File: src/rtl/intra_transform_scheduler.sv
// Intra transform scheduler: admits block descriptors, forwards residual
// beats into the transform chain and retires reconstructed blocks in order.
module intra_transform_scheduler #(
  parameter int max_outstanding_g = 2
) (
  input  logic         clk,
  input  logic         arst_n,
  input  logic [7:0]   job_in_rsc_dat,
  input  logic         job_in_rsc_vld,
  output logic         job_in_rsc_rdy,
  input  logic [287:0] src_rsc_dat,
  input  logic         src_rsc_vld,
  output logic         src_rsc_rdy,
  output logic [287:0] resid_in_rsc_dat,
  output logic         resid_in_rsc_vld,
  input  logic         resid_in_rsc_rdy,
  input  logic [255:0] rec_in_rsc_dat,
  input  logic         rec_in_rsc_vld,
  output logic         rec_in_rsc_rdy,
  output logic [255:0] rec_out_rsc_dat,
  output logic         rec_out_rsc_vld,
  input  logic         rec_out_rsc_rdy,
  output logic [7:0]   done_rsc_dat,
  output logic         done_rsc_vld,
  input  logic         done_rsc_rdy
);

  typedef enum logic [1:0] {
    IDLE,
    ISSUE,
    STALL
  } state_t;

  localparam logic [2:0] max_c = 3'(max_outstanding_g);

  function automatic logic [5:0] beats(
    input logic [1:0] sz
  );
    logic [5:0] n;
    unique case (sz)
      2'd0:    n = 6'd1;
      2'd1:    n = 6'd2;
      2'd2:    n = 6'd8;
      default: n = 6'd32;
    endcase
    return n;
  endfunction

  state_t     state_q, state_d;
  logic [5:0] issue_cnt_q, issue_cnt_d;
  logic [5:0] ret_cnt_q;
  logic [5:0] ret_rem;
  logic [2:0] outst_q;
  logic [7:0] fifo_q [4];
  logic [1:0] wr_ptr_q, rd_ptr_q;
  logic [2:0] fifo_cnt_q;
  logic [7:0] done_q;
  logic       done_full_q;

  logic       fifo_empty, fifo_full;
  logic [7:0] head;
  logic       can_admit, job_fire, src_fire;
  logic       rec_gate, rec_fire, retire;

  assign fifo_empty = fifo_cnt_q == 3'd0;
  assign fifo_full  = fifo_cnt_q == 3'd4;
  assign head       = fifo_q[rd_ptr_q];
  assign can_admit  = (outst_q < max_c) && !fifo_full;

  assign job_in_rsc_rdy = arst_n && (state_q == IDLE) && can_admit;
  assign job_fire       = job_in_rsc_vld && job_in_rsc_rdy;

  assign src_rsc_rdy      = (state_q == ISSUE) && resid_in_rsc_rdy;
  assign resid_in_rsc_vld = (state_q == ISSUE) && src_rsc_vld;
  assign resid_in_rsc_dat = src_rsc_dat;
  assign src_fire         = src_rsc_vld && src_rsc_rdy;

  // A full done register that cannot drain blocks the whole retire path.
  assign rec_gate        = !fifo_empty && !(done_full_q && !done_rsc_rdy);
  assign rec_in_rsc_rdy  = rec_out_rsc_rdy && rec_gate;
  assign rec_out_rsc_vld = rec_in_rsc_vld && rec_gate;
  assign rec_out_rsc_dat = rec_in_rsc_dat;
  assign rec_fire        = rec_in_rsc_vld && rec_in_rsc_rdy;

  // Zero means the head block has not started; load its beat count.
  assign ret_rem = (ret_cnt_q == 6'd0) ? beats(head[1:0]) : ret_cnt_q;
  assign retire  = rec_fire && (ret_rem == 6'd1);

  assign done_rsc_vld = done_full_q;
  assign done_rsc_dat = done_q;

  always_comb begin
    state_d     = state_q;
    issue_cnt_d = issue_cnt_q;
    unique case (state_q)
      IDLE: begin
        if (job_fire) begin
          issue_cnt_d = beats(job_in_rsc_dat[1:0]);
          state_d     = ISSUE;
        end else if (!can_admit && !retire) begin
          state_d = STALL;
        end
      end
      ISSUE: begin
        if (src_fire) begin
          issue_cnt_d = issue_cnt_q - 6'd1;
          if (issue_cnt_q == 6'd1) state_d = IDLE;
        end
      end
      STALL: begin
        if (retire) state_d = IDLE;
      end
      default: state_d = IDLE;
    endcase
  end

  always_ff @(posedge clk or negedge arst_n) begin
    if (!arst_n) begin
      state_q     <= IDLE;
      issue_cnt_q <= '0;
      ret_cnt_q   <= '0;
      outst_q     <= '0;
      wr_ptr_q    <= '0;
      rd_ptr_q    <= '0;
      fifo_cnt_q  <= '0;
      done_q      <= '0;
      done_full_q <= 1'b0;
      for (int i = 0; i < 4; i++) fifo_q[i] <= '0;
    end else begin
      state_q     <= state_d;
      issue_cnt_q <= issue_cnt_d;
      if (rec_fire) ret_cnt_q <= ret_rem - 6'd1;
      if (job_fire) begin
        fifo_q[wr_ptr_q] <= job_in_rsc_dat;
        wr_ptr_q         <= wr_ptr_q + 2'd1;
      end
      if (retire) rd_ptr_q <= rd_ptr_q + 2'd1;
      unique case ({job_fire, retire})
        2'b10: begin
          fifo_cnt_q <= fifo_cnt_q + 3'd1;
          outst_q    <= outst_q + 3'd1;
        end
        2'b01: begin
          fifo_cnt_q <= fifo_cnt_q - 3'd1;
          outst_q    <= outst_q - 3'd1;
        end
        default: ;
      endcase
      if (retire) begin
        done_q      <= head;
        done_full_q <= 1'b1;
      end else if (done_rsc_rdy) begin
        done_full_q <= 1'b0;
      end
    end
  end

endmodule
File: config.mk
export PLATFORM = sky130hd
export DESIGN_NAME = intra_transform_scheduler
export DESIGN_NICKNAME = d
export VERILOG_FILES = /design/src/rtl/intra_transform_scheduler.sv
export SDC_FILE = /design/constraint.sdc
export NUM_CORES = 1
export LEC_CHECK = 0
export ABC_AREA = 1
export BUFFER_PORTS_ARGS = -buffer_cell sky130_fd_sc_hd__buf_2
export CORE_AREA = 2 2 434 436
export CTS_CLUSTER_SIZE = 20
export DETAILED_ROUTE_END_ITERATION = 16
export DIE_AREA = 0 0 436 438
export HOLD_SLACK_MARGIN = 0.08
export RECOVER_POWER = 50
export SETUP_SLACK_MARGIN = 0.1
export SYNTH_ARGS = -nofsm -noshare
export SYNTH_HDL_FRONTEND = slang
export SYNTH_SLANG_ARGS = --single-unit
File: constraint.sdc
create_clock -name clk -period 3.58 [get_ports clk]
set_clock_uncertainty 0.2 [all_clocks]
set_input_delay 0.179 -clock clk [delete_from_list [all_inputs] [get_ports clk]]
set_output_delay 0.179 -clock clk [all_outputs]
set_load 0.005 [all_outputs]
# Word-level counts from Yosys, hierarchy flattened
# Cells that the tools add are included.
[classes]
addsub = 8
mul = 0
div_mod_pow = 0
order_cmp = 4
eq_ne = 16
n_shift = 0
muxes = 22
bitwise = 2
n_reduce_logical = 31
[op_table]
columns = ["operator", "n"]
rows = [
  ["$pmux 6 s3", 2],
  ["$bwmux 32", 1],
  ["$mux 8", 3],
  ["$mux 6", 3],
  ["$bmux 8 s2", 1],
  ["$demux 8 s2", 1],
  ["$logic_and 1x1->1", 15],
  ["$eq 6x1->1 const B", 2],
  ["$pmux 3 s2", 2],
  ["$pmux 6 s2", 1],
  ["$sub 6x1->6 const B", 2],
  ["$mux 2", 5],
  ["$eq 2x1->1 const B", 4],
  ["$eq 2x2->1 const B", 4],
  ["$add 3x1->3 const B", 2],
  ["$ge 3x3->1 const B", 2],
  ["$logic_not 1->1", 6],
  ["$logic_not 2->1", 3],
  ["$logic_not 6->1", 1],
  ["$ne 2x2->1 const B", 3],
  ["$not 2->3", 2],
  ["$pmux 2 s3", 1],
  ["$reduce_bool 2->1", 3],
  ["$sub 3x1->3 const B", 2],
  ["other kinds (10)", 12],
]
[totals]
regBits = 65
latch_bits = 0
ram_bits = 0
romBits = 0
input_bits = 560
out_inout_bits = 558
word_cells = 96
memories = 0

# Longest topological paths before layout
# Gate-level depths: netlist (run 1).
[logic_depth]
depth_word = 14
mapped_depth = 22
mapped_depth_nobuf = 21

# Least setup slack after synthesis (run 1)
# OpenSTA, ideal clock, no wires.
[synth_path]
path_kind = "flip-flop to flip-flop"
from = "register rd_ptr_q[1]"
to = "register fifo_cnt_q[2]"
setup_ns = 0.131
t_arrival_ns = 2.604
t_required_ns = 3.249
path_slack_ns = 0.645
stages_incl_launch_ff = 22
path_buffers = 2
synth_period_minus_slack_ns = 2.935
path_cell_list = "dfrtp_1 -> buf_2 -> inv_1 -> nand3_1 -> nand2_1 -> nand3_1 -> nand2_1 -> inv_1 -> ha_1 -> nand3_1 -> nor2_4 -> nand2_4 -> inv_4 -> buf_6 -> ha_1 -> xor2_1 -> ha_1 -> a21oi_1 -> inv_1 -> a21oi_1 -> o21ai_0 -> xor2_1"
[synth_between]
elab_chain_cells = 11
word_cells_on_any_way = 15
cone_classes = "eq/ne (5); mux (6); bitwise (1); reduce/logical (3)"
[synth_lines]
columns = ["element", "line_no", "source"]
rows = [
  ["from (decl)", "55", "logic [1:0] wr_ptr_q, rd_ptr_q;"],
  ["from (signal assigned)", "137", "if (retire) rd_ptr_q <= rd_ptr_q + 2'd1;"],
  ["$not 2->3 (implied by the code) (*)", "67", "assign head = fifo_q[rd_ptr_q];"],
  ["$bmux 8 s2 (*)", "67", ""],
  ["$mux 8 (implied by the code) (*) (2 in series)", "67", ""],
  ["$eq 2x2->1, or another cell as far along", "40", "unique case (sz)"],
  ["$pmux 6 s3 (*)", "40", ""],
  ["$mux 6 (*)", "86", "assign ret_rem = (ret_cnt_q == 6'd0) ? beats(head[1:0]) : ret_cnt_q;"],
  ["$eq 6x1->1 (*)", "87", "assign retire = rec_fire && (ret_rem == 6'd1);"],
  ["$logic_and 1x1->1 (*)", "87", ""],
  ["net retire", "63", "logic rec_gate, rec_fire, retire;"],
  ["$eq 2x1->1 or $eq 2x2->1 (tied branches)", "138", "unique case ({job_fire, retire})"],
  ["$pmux 3 s2 or $reduce_bool 2->1 (tied branches)", "n/a", ""],
  ["to (signal assigned)", "140", "fifo_cnt_q <= fifo_cnt_q + 3'd1;"],
  ["to (signal assigned)", "144", "fifo_cnt_q <= fifo_cnt_q - 3'd1;"],
  ["to (decl)", "56", "logic [2:0] fifo_cnt_q;"],
]
# Mark *: on every way through the listed nets, which the timed path passes. The rest lies on a longest branch. The select of a mux whose other input is x is not followed.
# A chain may end at the register's enable or synchronous reset.

# Final worst setup path (run 1)
[layout_path]
from = "register rd_ptr_q[0]"
to = "register fifo_cnt_q[2]"
[layout_between]
elab_chain_cells = 11
word_cells_on_any_way = 15
cone_classes = "eq/ne (5); mux (6); bitwise (1); reduce/logical (3)"
[layout_lines]
columns = ["element", "line_no"]
rows = [
  ["$not 2->3 (implied by the code) (*)", "67"],
  ["$bmux 8 s2 (*)", "67"],
  ["$mux 8 (implied by the code) (*) (2 in series)", "67"],
  ["$eq 2x2->1, or another cell as far along", "40"],
  ["$pmux 6 s3 (*)", "40"],
  ["$mux 6 (*)", "86"],
  ["$eq 6x1->1 (*)", "87"],
  ["$logic_and 1x1->1 (*)", "87"],
  ["$eq 2x1->1 or $eq 2x2->1 (tied branches)", "138"],
  ["$pmux 3 s2 or $reduce_bool 2->1 (tied branches)", "n/a"],
]
# Every way passes the cells marked *; elsewhere a longest branch is shown, timed or not. The select of a mux whose other input is x is not followed.

==> summary.md, run 1 <==
The flow ran to the end, and the final reports show no timing, DRC or antenna violations. Once detail routing completed, the nets flagged for antenna violations numbered 0. Compared with the post-synthesis result, the final layout area differs by -5.57%.

The post-synthesis adder-cell area fraction is 0.0201, and the number of core rows is 159. The run gives 59400 um as the aggregate routed wire length. The share of the core filled with cells came out at 0.0378. For the final routed database, the setup TNS stands at 0 ps. The simple-gate area share of the yosys netlist is 0.0966. The HPWL after detailed placement is 53800 um. In this run, distinct cell masters in the synthesized netlist total 36. Counting flops and latches in the post-synthesis netlist gives 65. The congestion estimate from routability-driven global placement came to 0.714. Summing all non-filler instances in the final layout gives an area of 7050 um^2.

The type of the setup path with the least slack was reg2reg. The number of antenna violations at the first check in global routing was 5; the required time at the endpoint of the critical path was 3580 ps. The top cell type's share of synthesized area works out to 0.550. The routed wirelength normalized by instance count is 20.2 um, and the count of final hold-check violations is 0. The run gives 65 as the total number of clock tree sinks.

For this run, the number of standard cells in the final layout without fillers is 2940. TritonCTS built the clock tree. For the placement-stage cell area, the log shows 6600 um^2. The number of pins exceeding their max-slew limit in the final report was 0; the compound-cell area share of the yosys netlist was 0.0615.

The tools report the starting DRC count in detailed routing as 317. STA classifies the critical path endpoint as a flip-flop. The post-route fraction of the period consumed by the critical path is 0.854.

After technology mapping, the gate count stands at 936. Measured along the y axis, the die boundary spans 438 um. Dividing total power by cell area gives a power density of 438 nW/um^2.

The tools report the sort of element at the start of the critical path as a flip-flop. The number of iterations in the first detailed-routing pass was 4; the largest driver fanout on the critical path was 8. Averaged over all synthesized cells, the footprint is 7.97 um^2.

In this run the horizontal extent of the chip is 436 um. The worst-case IR drop observed on VDD is 0.255 mV. The share of synthesized area spent on multiplexers works out to 0.00302. Path class of the lowest-slack min-delay path: in2reg. Die footprint: 191000 um^2. The run gives 3888 as the total via count after detailed routing. The slowest stage of the critical path is the sky130_fd_sc_hd__dfrtp_2 cell. The post-detailed-route via-to-cell ratio is 1.32. The number of buffers and inverters on the critical path is 4. Hold timing on the final database bottoms out at a slack of 135 ps. Buffers inserted during clock tree synthesis total 9. Clock-pin slew was measured on the worst setup and hold paths at 60 ps. Counting the fill cells in the layout gives 22300. After detailed routing, the number of remaining DRC violations is 0.

Cell family with the largest share of critical-path delay: simple AND/OR/NAND/NOR gates. In this run the static leakage power is 2.04 nW. Entering global routing, the biggest net connects 66 pins.

The post-synthesis sequential area ratio came out at 0.218. The worst-case clock buffer depth is 2. The run gives 67100 um as the global-route wire length before repair. The tools report the via count of the first global-routing pass as 3811.

Combinational family with the most area after synthesis: buffers and inverters. For this run, the slowest stage of the critical path takes 450 ps. Before CTS, the worst setup slack after placement is 345 ps. The number of cells in the design after placement is 2909, and the sum of internal, switching and leakage power is 3.09 mW.

The total overflow left after global routing is 0. Pin placement for this block handled 1118 I/O pins. The number of H-tree branching levels came out at 3. Sorting the synthesized cells by area gives the leading types as sky130_fd_sc_hd__buf_4 (55%), sky130_fd_sc_hd__dfrtp_1 (22%), sky130_fd_sc_hd__nand2_1 (4.5%). Traced cell by cell, the critical path runs through inv_2, nand2_1, nand3_1, nand2_1, nand3_1, nand2_1, inv_1, ha_1, nand3_1, nor2_4, nand2_4, inv_4, ha_2, xor2_1, ha_1, a21oi_1, inv_1, a21oi_1, o21ai_0, xor2_1. The relative slew slack is 0.428. Setup repair after global routing left no endpoint under its margin. For the total track usage, the log shows 0.0585. The number of buffer cells added on primary ports was 29; the final net count was 1012.

The effective utilization at floorplan was 0.0400; the slew at the pin closest to its max-slew limit was 859 ps. The tools report the synthesized cell area as 7460 um^2. The fraction of layout instances using a drive strength above 1 is 0.166, and the count of endpoints failing setup in the final report is 0. Max-cap violations in this run came to 0.

The xor/xnor share of the synthesized area is 0.0153. The logs give 0 for the warning count from the yosys run and 187000 um^2 for the core region area. Clock latency on the worst-skew pair, taken at its later pin, is 330 ps. CTS placed an instance of sky130_fd_sc_hd__clkbuf_16 at the clock tree root. The dominant cell type by area after synthesis was sky130_fd_sc_hd__buf_4.

The post-synthesis net count was 1508; the minimum clock period was 3060 ps. The repair_antennas step left the layout with diodes totalling 0. Derived from the worst setup path, the maximum achievable clock frequency is 327 MHz.

Data arrives at the worst endpoint at 3060 ps. Once routing completed, OpenROAD measured the worst setup slack at 523 ps.
==> final timing paths <==
| check | to | start | cells past startpoint | slack [ps] |
|---|---|---|---|---|
| setup reg to reg | fifo_cnt_q[2] | rd_ptr_q[0] | 20 | 520 |
| max in group asynchronous | rd_ptr_q[0] | arst_n | 3 | 2120 |
| hold reg to reg | outst_q[0] | outst_q[0] | 1 | 280 |
| min in group asynchronous | done_rsc_dat[1] | arst_n | 3 | 430 |
| hold / removal | ret_cnt_q[2] | rec_in_rsc_vld | 4 | 140 |
| setup / recovery | fifo_cnt_q[2] | rd_ptr_q[0] | 20 | 520 |
==> state kept, by name (all words and copies together) (netlist names) <==
| register | flops |
|---|---|
| done_rsc_vld | 1 |
| rd_ptr_q | 2 |
| done_rsc_dat | 8 |
| wr_ptr_q | 2 |
| ret_cnt_q | 6 |
| fifo_cnt_q | 3 |
| fifo_q | 32 |
| issue_cnt_q | 6 |
| state_q | 2 |
| outst_q | 3 |
==> placed cells by master (no fill, tap or decap), drive strengths merged <==
cell / netlist / final
a21oi: 13 / 13
o21ai: 48 / 48
dfrtp: 65 / 65
inv: 54 / 54
nand2: 91 / 91
clkinv: 0 / 3
o31ai: 1 / 1
a31oi: 7 / 7
nor3b: 1 / 1
clkbuf: 4 / 9
nand4: 3 / 3
nor3: 3 / 3
bufinv: 0 / 1
xnor2: 4 / 4
clkinvlp: 0 / 3
a31o: 1 / 1
buf: 552 / 36
and2: 1 / 1
xor2: 9 / 9
nand3: 20 / 20
ha: 12 / 12
dlygate4sd3: 0 / 13
nor2: 33 / 33
o21a: 6 / 6
mux2: 2 / 2
o211ai: 6 / 6
==> area by class of cell <==
cell class,count,area (um^2),share of cell area
Multi-Input combinational cell,261,1470,0.208
Clock buffer,9,225,0.0320
Inverter,54,205,0.0291
Timing Repair Buffer,49,328,0.0465
Clock inverter,7,71.3,0.0101
Sequential cell,65,1630,0.231
Tap cell,2495,3120,0.443
==> tightest hold or removal path, cell delays in order <==
cell and delay [ps]:
sky130_fd_sc_hd__buf_2 120, sky130_fd_sc_hd__nand4_4 120, sky130_fd_sc_hd__nor2_1 70, sky130_fd_sc_hd__xor2_1 120
==> layer usage <==
layer | GRT usage | part of all wire
met1 | 0.0276 | 0.17
met5 | 0.0156 | 0.0049
met4 | 0.0316 | 0.061
met2 | 0.0765 | 0.38
met3 | 0.108 | 0.38
==> cells by family (layout without fill, tap and decap cells) <==
logic type,after synthesis,after routing
muxes,2,2
DFF,65,65
and+or+nand+nor,152,152
buffers and inverters,610,119
xor gates and xnor gates,13,13
AOI/OAI and AO/OA,82,82
adders and majority gates,12,12
==> timing repair <==
item	in CTS	in global routing
hold buffers	13	0
endpoints found under the hold margin	95	0
endpoints found under the setup margin	0	1
buffers inserted	0	2
resized for setup	0	2
==> power breakdown <==
part           internal [mW]  switching, mW
logic                  0.401          0.629
registers               1.01          0.185
clock network          0.537          0.326
total                   1.95           1.14
==> cell usage after synthesis <==
library cell	number
sky130_fd_sc_hd__nor3b_2	1
sky130_fd_sc_hd__nor3_4	1
sky130_fd_sc_hd__xor2_1	9
sky130_fd_sc_hd__nand2_1	90
sky130_fd_sc_hd__nand2_4	1
sky130_fd_sc_hd__a31o_2	1
sky130_fd_sc_hd__a31oi_1	7
sky130_fd_sc_hd__o31ai_1	1
sky130_fd_sc_hd__mux2_2	2
sky130_fd_sc_hd__buf_6	3
sky130_fd_sc_hd__and2_1	1
sky130_fd_sc_hd__nor2_4	4
sky130_fd_sc_hd__o21a_1	6
sky130_fd_sc_hd__inv_2	2
sky130_fd_sc_hd__ha_1	12
sky130_fd_sc_hd__inv_4	1
sky130_fd_sc_hd__inv_1	51
sky130_fd_sc_hd__o21ai_0	33
sky130_fd_sc_hd__o21ai_1	14
sky130_fd_sc_hd__buf_4	547
sky130_fd_sc_hd__o21ai_2	1
sky130_fd_sc_hd__nand3_4	1
sky130_fd_sc_hd__nor2_1	26
sky130_fd_sc_hd__dfrtp_1	65
sky130_fd_sc_hd__o211ai_1	6
sky130_fd_sc_hd__nor2_2	2
sky130_fd_sc_hd__nor3_1	1
sky130_fd_sc_hd__clkbuf_1	4
sky130_fd_sc_hd__nor3_2	1
sky130_fd_sc_hd__xnor2_1	4
sky130_fd_sc_hd__nand4_1	2
sky130_fd_sc_hd__buf_2	2
sky130_fd_sc_hd__nor2_8	1
sky130_fd_sc_hd__nand3_1	19
sky130_fd_sc_hd__a21oi_1	13
sky130_fd_sc_hd__nand4_4	1
Note: power is estimated with default switching activity, not from simulation.
==> run 2: changes to the inputs <==
--- a/config.mk
+++ b/config.mk
@@ -6,12 +6,14 @@
 export NUM_CORES = 1
 export LEC_CHECK = 0
 export ABC_AREA = 1
+export ABC_CLOCK_PERIOD_IN_PS = 3580
 export BUFFER_PORTS_ARGS = -buffer_cell sky130_fd_sc_hd__buf_2
 export CORE_AREA = 2 2 434 436
 export CTS_CLUSTER_SIZE = 20
 export DETAILED_ROUTE_END_ITERATION = 16
 export DIE_AREA = 0 0 436 438
 export HOLD_SLACK_MARGIN = 0.08
+export PLACE_DENSITY = 0.3
 export RECOVER_POWER = 50
 export SETUP_SLACK_MARGIN = 0.1
 export SYNTH_ARGS = -nofsm -noshare
==> run 2 against run 1 <==
Combinational power grew 4%. Largest cell class unchanged. Critical path type unchanged. Fmax shrank 2.5%. Count of clock-buffer cells in the layout grew 3.
==> summary.md, run 2 (synthesis gave the netlist of run 1 again) <==
The largest driver fanout on the critical path came out at 16 (+8). The via count of the first global-routing pass was 3769 (-1.1%); the number of flip-flops under the largest register name was 32 (unchanged). Maximum resistive drop on vdd: 0.160 mV (-37%). The run finished with clean final reports.

For hold timing, the worst endpoint is done_rsc_vld. The global-route wire length before repair was 69400 um (+3.4%). The kind of cell with the highest combined delay along the critical path is simple AND/OR/NAND/NOR gates. Slew at the pin closest to its max-slew limit: 665 ps (-194 ps). Leaving out fill and tap cells, the most frequent cell in the layout is sky130_fd_sc_hd__nand2_1.

The leakage power was 2.04 nW (about the same); the sum of buffers and inverters on the critical path was 3 (-1). The number of cells in the design after placement is 2910 (+0.034%). The I/O pin count was 1118 (unchanged). The residual overflow from global routing is 0 (unchanged), and the growth of design area from synthesis to finish is -5.67%. The core region area was 187000 um^2 (unchanged). The startpoint identified for the worst hold timing path is done_rsc_rdy. For the aggregate routed wire length, the log shows 61200 um (+3.2%). The logic depth of the worst register-to-register path came out at 19 (-5.0%). The library cells used most frequently in the layout, excluding fill and tap cells, are sky130_fd_sc_hd__nand2_1 (90), sky130_fd_sc_hd__dfrtp_1 (64), sky130_fd_sc_hd__inv_1 (51).

The critical path goes through buf_4, nand2_1, nand3_1, nand2_1, nand3_1, nand2_1, ha_1, nand3_1, nor2_4, nand2_4, inv_6, ha_2, xor2_1, ha_1, a21oi_1, inv_1, a21oi_1, o21ai_0, xor2_1. The number of antenna violations at the first check in global routing is 5 (unchanged), and the relative slew slack is 0.557 (+0.129). The number of buffers inserted during clock tree synthesis is 9 (unchanged). The end of the worst register-to-register path is fifo_cnt_q[2]. The run gives 2940 (unchanged) as the non-filler instance count after layout. The element type at the critical path end was a flip-flop. Number of iterations in the first detailed-routing pass: 4 (unchanged). The sum of internal, switching and leakage power was 3.15 mW (+1.8%).

The number of buffer cells added on primary ports works out to 29 (unchanged). The number of pins exceeding their max-slew limit in the final report was 0 (unchanged). The worst hold slack across all endpoints is 97.3 ps (-37.9 ps), and the total track usage is 0.0607 (+0.00220). The start of the worst register-to-register path was rd_ptr_q[0]. Path class of the lowest-slack min-delay path: in2reg. The post-detailed-route via-to-cell ratio came out at 1.28 (-3.5%).

The routed wirelength normalized by instance count was 20.8 um (+3.2%); the total number of clock tree sinks was 65 (unchanged). The power density over the cells works out to 447 nW/um^2 (+2.0%). TritonCTS built the clock tree. The post-route fraction of the period consumed by the critical path is 0.875 (+0.0214), and the starting DRC count in detailed routing is 282 (-11%). The run gives 1013 (+0.099%) as the final net count.

The worst setup path is launched from a flip-flop. The worst hold path cell count was 4 (unchanged). The number of H-tree branching levels was 3 (unchanged); the reg-to-reg setup timing slack was 450 ps (-80 ps).

The maximum number of pins on one net before global-route repair is 46 (-30%). The run gives 0.657 (-7.9%) as the global placement routability congestion. The timing-limited maximum frequency was 319 MHz (-2.5%). The logs give 3751 (-3.5%) for the total via count after detailed routing and 0 (unchanged) for the total of max-cap violations. The height of the die is 438 um (unchanged), and the die width is 436 um (unchanged).

The DRC violation count after routing was 0 (unchanged); the fraction of layout instances using a drive strength above 1 was 0.160 (-0.00674). The count of endpoints failing setup in the final report was 0 (unchanged); the minimum clock period was 3130 ps (+76.8 ps). The tree is rooted in a sky130_fd_sc_hd__clkbuf_16. The antenna diode instance count is 0 (unchanged), and the longest individual stage delay on the worst path is 450 ps (about the same). More flip-flops sit in one register than any other, and that register is fifo_q. The clock-pin slew reported for the worst setup and hold paths after clock tree synthesis came out at 60 ps (about the same). Count of final hold-check violations: 0 (unchanged).

Required time at the endpoint of the critical path: 3590 ps (about the same). Worst-case clock buffer depth: 2 (unchanged). Setup repair after global routing left no endpoint under its margin. The number of core rows came out at 159 (unchanged).

Detailed placer's ending HPWL: 55400 um (+3.0%). The slowest cell on the critical path is sky130_fd_sc_hd__dfrtp_2. The run gives 340 ps (about the same) as the clock insertion delay at the later pin of the skew report.

Die footprint: 191000 um^2 (unchanged). The effective utilization at floorplan was 0.0400 (unchanged); the total negative slack for setup checks was 0 ps (unchanged). The run gives 0.0377 (-0.0000403) as the share of the core filled with cells.

The type of the setup path with the least slack was reg2reg. For the number of antenna-violating nets in the routed design, the log shows 0 (unchanged). The tools report the data arrival time at the worst-slack endpoint as 3150 ps (+90 ps).
[run 2: cell types whose count changed in the layout (fill, tap and decap cells not counted)]
cell,delta
sky130_fd_sc_hd__clkinv_4,-1
sky130_fd_sc_hd__buf_4,+1
sky130_fd_sc_hd__clkinvlp_4,-2
sky130_fd_sc_hd__clkbuf_1,+3
sky130_fd_sc_hd__inv_6,+1
sky130_fd_sc_hd__clkinv_2,-1
sky130_fd_sc_hd__inv_4,-1
[run 2: worst min-delay path: stages]
cell,delay (ps)
sky130_fd_sc_hd__buf_2,80
sky130_fd_sc_hd__inv_1,30
sky130_fd_sc_hd__nand2_1,170
sky130_fd_sc_hd__nand2_1,120
[run 2: power breakdown]
group | internal, mW | switching [mW]
registers | 1.01 | 0.193
logic | 0.403 | 0.665
clock network | 0.535 | 0.337
total | 1.95 | 1.20
[run 2: timing repair]
item / 4_1_cts / 5_1_grt
setup buffers: 0 / 2
hold buffers: 13 / 0
endpoints found under the setup margin: 0 / 4
endpoints found under the hold margin: 51 / 0
gates resized for setup: 0 / 3
[run 2: worst max-delay path by stage]
stage,to,start,slack [ps],cells after the start
finish,fifo_cnt_q[2],rd_ptr_q[0],450,19
global route,fifo_cnt_q[2],rd_ptr_q[0],100,20
floorplan,fifo_cnt_q[2],rd_ptr_q[1],640,21
global placement,fifo_cnt_q[2],rd_ptr_q[0],180,19
detailed placement,fifo_cnt_q[2],rd_ptr_q[0],200,19
CTS,fifo_cnt_q[2],rd_ptr_q[0],170,19
[run 2: stage by stage]
step / cell area (um^2) / worst slack, ps
after floorplan: 7460 / 645
after global placement: 6610 / 175
after detailed placement: 6610 / 205
after CTS: 7020 / 174
after global routing: 7040 / 104
final: 7040 / 446
[run 2: layout make-up]
| type | instances | area (um^2) |
|---|---|---|
| well taps | 2495 | 3120 |
| flip-flops and latches | 65 | 1630 |
| multi-input cells | 261 | 1470 |
| inverters | 54 | 208 |
| clock buffers | 12 | 236 |
| fillers | 22300 | 180000 |
| clock inverters | 3 | 42.5 |
| repair buffers | 50 | 335 |
[run 2: per-layer routing]
layer | GRT usage | up-vias | part of all wire
met5 | 0.00645 | - | 0.0031
met4 | 0.0288 | 8 | 0.050
met3 | 0.104 | 161 | 0.36
met2 | 0.0844 | 708 | 0.41
met1 | 0.0317 | 1515 | 0.18
li1 | - | 1359 | -
==> run 3: changes to the inputs <==
--- a/config.mk
+++ b/config.mk
@@ -9,6 +9,7 @@
 export ABC_CLOCK_PERIOD_IN_PS = 3580
 export BUFFER_PORTS_ARGS = -buffer_cell sky130_fd_sc_hd__buf_2
 export CORE_AREA = 2 2 434 436
+export CTS_BUF_LIST = sky130_fd_sc_hd__clkbuf_4 sky130_fd_sc_hd__clkbuf_8
 export CTS_CLUSTER_SIZE = 20
 export DETAILED_ROUTE_END_ITERATION = 16
 export DIE_AREA = 0 0 436 438
==> run 3 against run 2 <==
Worst setup slack worse by 4.6 ps. Register-to-register slack about the same. Critical endpoint unchanged. Routed wire length about the same. First-iteration DRC count down 17%. Total power down 7.2%. Highest routed layer unchanged. Clock power down 25%. Design area down 1.3%. Worst hold slack worse by 23 ps.
==> summary.md, run 3 (synthesis gave the netlist of run 1 again) <==
The DRC violation count after routing was 0 (unchanged). The total number of clock tree sinks came out at 65 (unchanged). Routed wirelength normalized by instance count: 20.8 um (about the same). The post-route fraction of the period consumed by the critical path was 0.877 (+0.00127).

The total via count after detailed routing was 3737 (-0.37%). The logs give 2.00 nW (-1.8%) for the leakage power and 0.564 (+0.00768) for the relative slew slack. Core region area: 187000 um^2 (unchanged). The logs give 0.0607 (about the same) for the total track usage and 1630 um^2 (unchanged) for the area of all sequential standard cells. The via count of the first global-routing pass was 3759 (-0.27%). In the layout the commonest cells are sky130_fd_sc_hd__nand2_1 (90), sky130_fd_sc_hd__dfrtp_1 (64), sky130_fd_sc_hd__inv_1 (51).

The run finished with clean final reports. The logs give 235 (-17%) for the starting DRC count in detailed routing and 9 (unchanged) for the number of buffers inserted during clock tree synthesis. The number of buffer cells added on primary ports came out at 29 (unchanged). The maximum number of pins on one net before global-route repair is 46 (unchanged). Effective utilization at floorplan: 0.0400 (unchanged). The power density over the cells was 420 nW/um^2 (-6.0%). The run gives 0 (unchanged) as the count of final hold-check violations.

The area of the multi-input gates is 1470 um^2 (unchanged), and the number of filler instances in the final layout is 22400 (+0.022%). The count of endpoints failing setup in the final report is 0 (unchanged). The timing-limited maximum frequency is 319 MHz (-0.15%), and the largest driver fanout on the critical path is 16 (unchanged).

The min-delay analysis places its worst path in the category in2reg. Number of H-tree branching levels: 3 (unchanged). For the residual overflow from global routing, the log shows 0 (unchanged). The fraction of layout instances using a drive strength above 1 was 0.166 (+0.00674); the final net count was 1013 (unchanged). The worst-case clock buffer depth is 2 (unchanged). For the number of core rows, the log shows 159 (unchanged).

Element type at the critical path end: a flip-flop. The logs give 0.145 mV (-9.5%) for the maximum resistive drop on vdd and 0 (unchanged) for the total of max-cap violations. Global placement routability congestion: 0.657 (unchanged). The number of antenna-violating nets in the routed design was 0 (unchanged). The number of flip-flops under the largest register name is 32 (unchanged), and the clock-pin slew reported for the worst setup and hold paths after clock tree synthesis is 80 ps (+20 ps). Slew at the pin closest to its max-slew limit: 653 ps (-11.5 ps). For the aggregate routed wire length, the log shows 61200 um (about the same). For the die footprint, the log shows 191000 um^2 (unchanged). The placement-stage cell area is 6610 um^2 (unchanged), and the die width is 436 um (unchanged). The run gives 3180 ps (+30 ps) as the data arrival time at the worst-slack endpoint.

For the detailed placer's ending HPWL, the log shows 55400 um (unchanged). The antenna diode instance count is 0 (unchanged). Clock tree root driver cell: sky130_fd_sc_hd__clkbuf_8.

TritonCTS built the clock tree. The I/O pin count was 1118 (unchanged). Compared with the post-synthesis result, the final layout area differs by -6.87%. The final non-filler cell area was 6950 um^2 (-1.3%); the required time at the endpoint of the critical path was 3620 ps (+30 ps). Number of antenna violations at the first check in global routing: 5 (unchanged).

The height of the die is 438 um (unchanged). Leaving out fill and tap cells, the most frequent cell in the layout is sky130_fd_sc_hd__nand2_1. The tools report the number of iterations in the first detailed-routing pass as 4 (unchanged). The clock insertion delay at the later pin of the skew report was 360 ps (+20 ps). The number of pins exceeding their max-slew limit in the final report is 0 (unchanged), and the total negative slack for setup checks is 0 ps (unchanged). The minimum clock period is 3140 ps (+4.56 ps), and the post-detailed-route via-to-cell ratio is 1.27 (-0.37%). Sort of element at the start of the critical path: a flip-flop. Setup repair after global routing left no endpoint under its margin.

The worst setup path is of the reg2reg kind. Counting flops per register, the top entry is fifo_q. The tools report the global-route wire length before repair as 69300 um (about the same).
-- run 3: cell counts in the layout (fill, tap and decap cells not counted) --
No cell type changed its count.
-- run 3: critical path: stages, from the launching register on --
cell                      delay, ps
sky130_fd_sc_hd__dfrtp_2        460
sky130_fd_sc_hd__buf_4          150
sky130_fd_sc_hd__nand2_1         50
sky130_fd_sc_hd__nand3_1         70
sky130_fd_sc_hd__nand2_1        120
sky130_fd_sc_hd__nand3_1        100
sky130_fd_sc_hd__nand2_1        140
sky130_fd_sc_hd__ha_1           170
sky130_fd_sc_hd__nand3_1        120
sky130_fd_sc_hd__nor2_4         150
sky130_fd_sc_hd__nand2_4        110
sky130_fd_sc_hd__inv_6          150
sky130_fd_sc_hd__ha_2           240
sky130_fd_sc_hd__xor2_1          80
sky130_fd_sc_hd__ha_1           180
sky130_fd_sc_hd__a21oi_1        110
sky130_fd_sc_hd__inv_1           60
sky130_fd_sc_hd__a21oi_1        110
sky130_fd_sc_hd__o21ai_0        120
sky130_fd_sc_hd__xor2_1         150
-- run 3: area by class of cell --
class,instances,area share
Clock buffer,12,0.0211
Multi-Input combinational cell,261,0.211
Sequential cell,65,0.234
Tap cell,2495,0.449
Clock inverter,3,0.00612
Inverter,54,0.0299
Timing Repair Buffer,50,0.0482
-- run 3: per-layer routing --
metal,part of all wire,global-route usage,up-vias
met2,0.41,0.0843,709
met3,0.36,0.104,161
met4,0.050,0.0286,8
li1,-,-,1354
met5,0.0031,0.00645,-
met1,0.18,0.0317,1505
-- run 3: metrics by stage --
step	util	worst slack [ps]	std cells	hold WS [ps]	total power, mW
floorplan	-	645	936	-317	2.40
global placement	0.0354	175	2910	97.8	2.30
detailed placement	0.0354	205	2910	98.6	2.28
CTS	0.0371	169	2938	81.7	2.97
global route	0.0372	95.6	2940	105	3.20
finish	0.0372	441	2940	73.8	2.92
-- run 3: path summary, 6_finish.rpt --
| path | start | end | slack [ps] | cells past startpoint |
|---|---|---|---|---|
| worst min register to register | fifo_q[27] | fifo_q[27] | 280 | 2 |
| min in group asynchronous | arst_n | done_rsc_dat[5] | 240 | 3 |
| max in group asynchronous | arst_n | rd_ptr_q[0] | 1960 | 4 |
| worst min-delay path | done_rsc_rdy | done_rsc_vld | 70 | 4 |
| worst max-delay path | rd_ptr_q[0] | fifo_cnt_q[2] | 440 | 19 |
| worst max register to register | rd_ptr_q[0] | fifo_cnt_q[2] | 440 | 19 |
-- run 3: repair_timing --
| item | 4_1_cts | 5_1_grt |
|---|---|---|
| setup buffers | 0 | 2 |
| endpoints found under the setup margin | 0 | 4 |
| hold endpoints to repair | 57 | 0 |
| hold buffers | 13 | 0 |
| resized for setup | 0 | 3 |
-- run 3: power by group --
part	total [mW]	internal (mW)	leakage [nW]	switching, mW
combinational	1.07	0.403	1.11	0.663
sequential	1.20	1.01	0.795	0.193
clock	0.651	0.341	0.0967	0.310
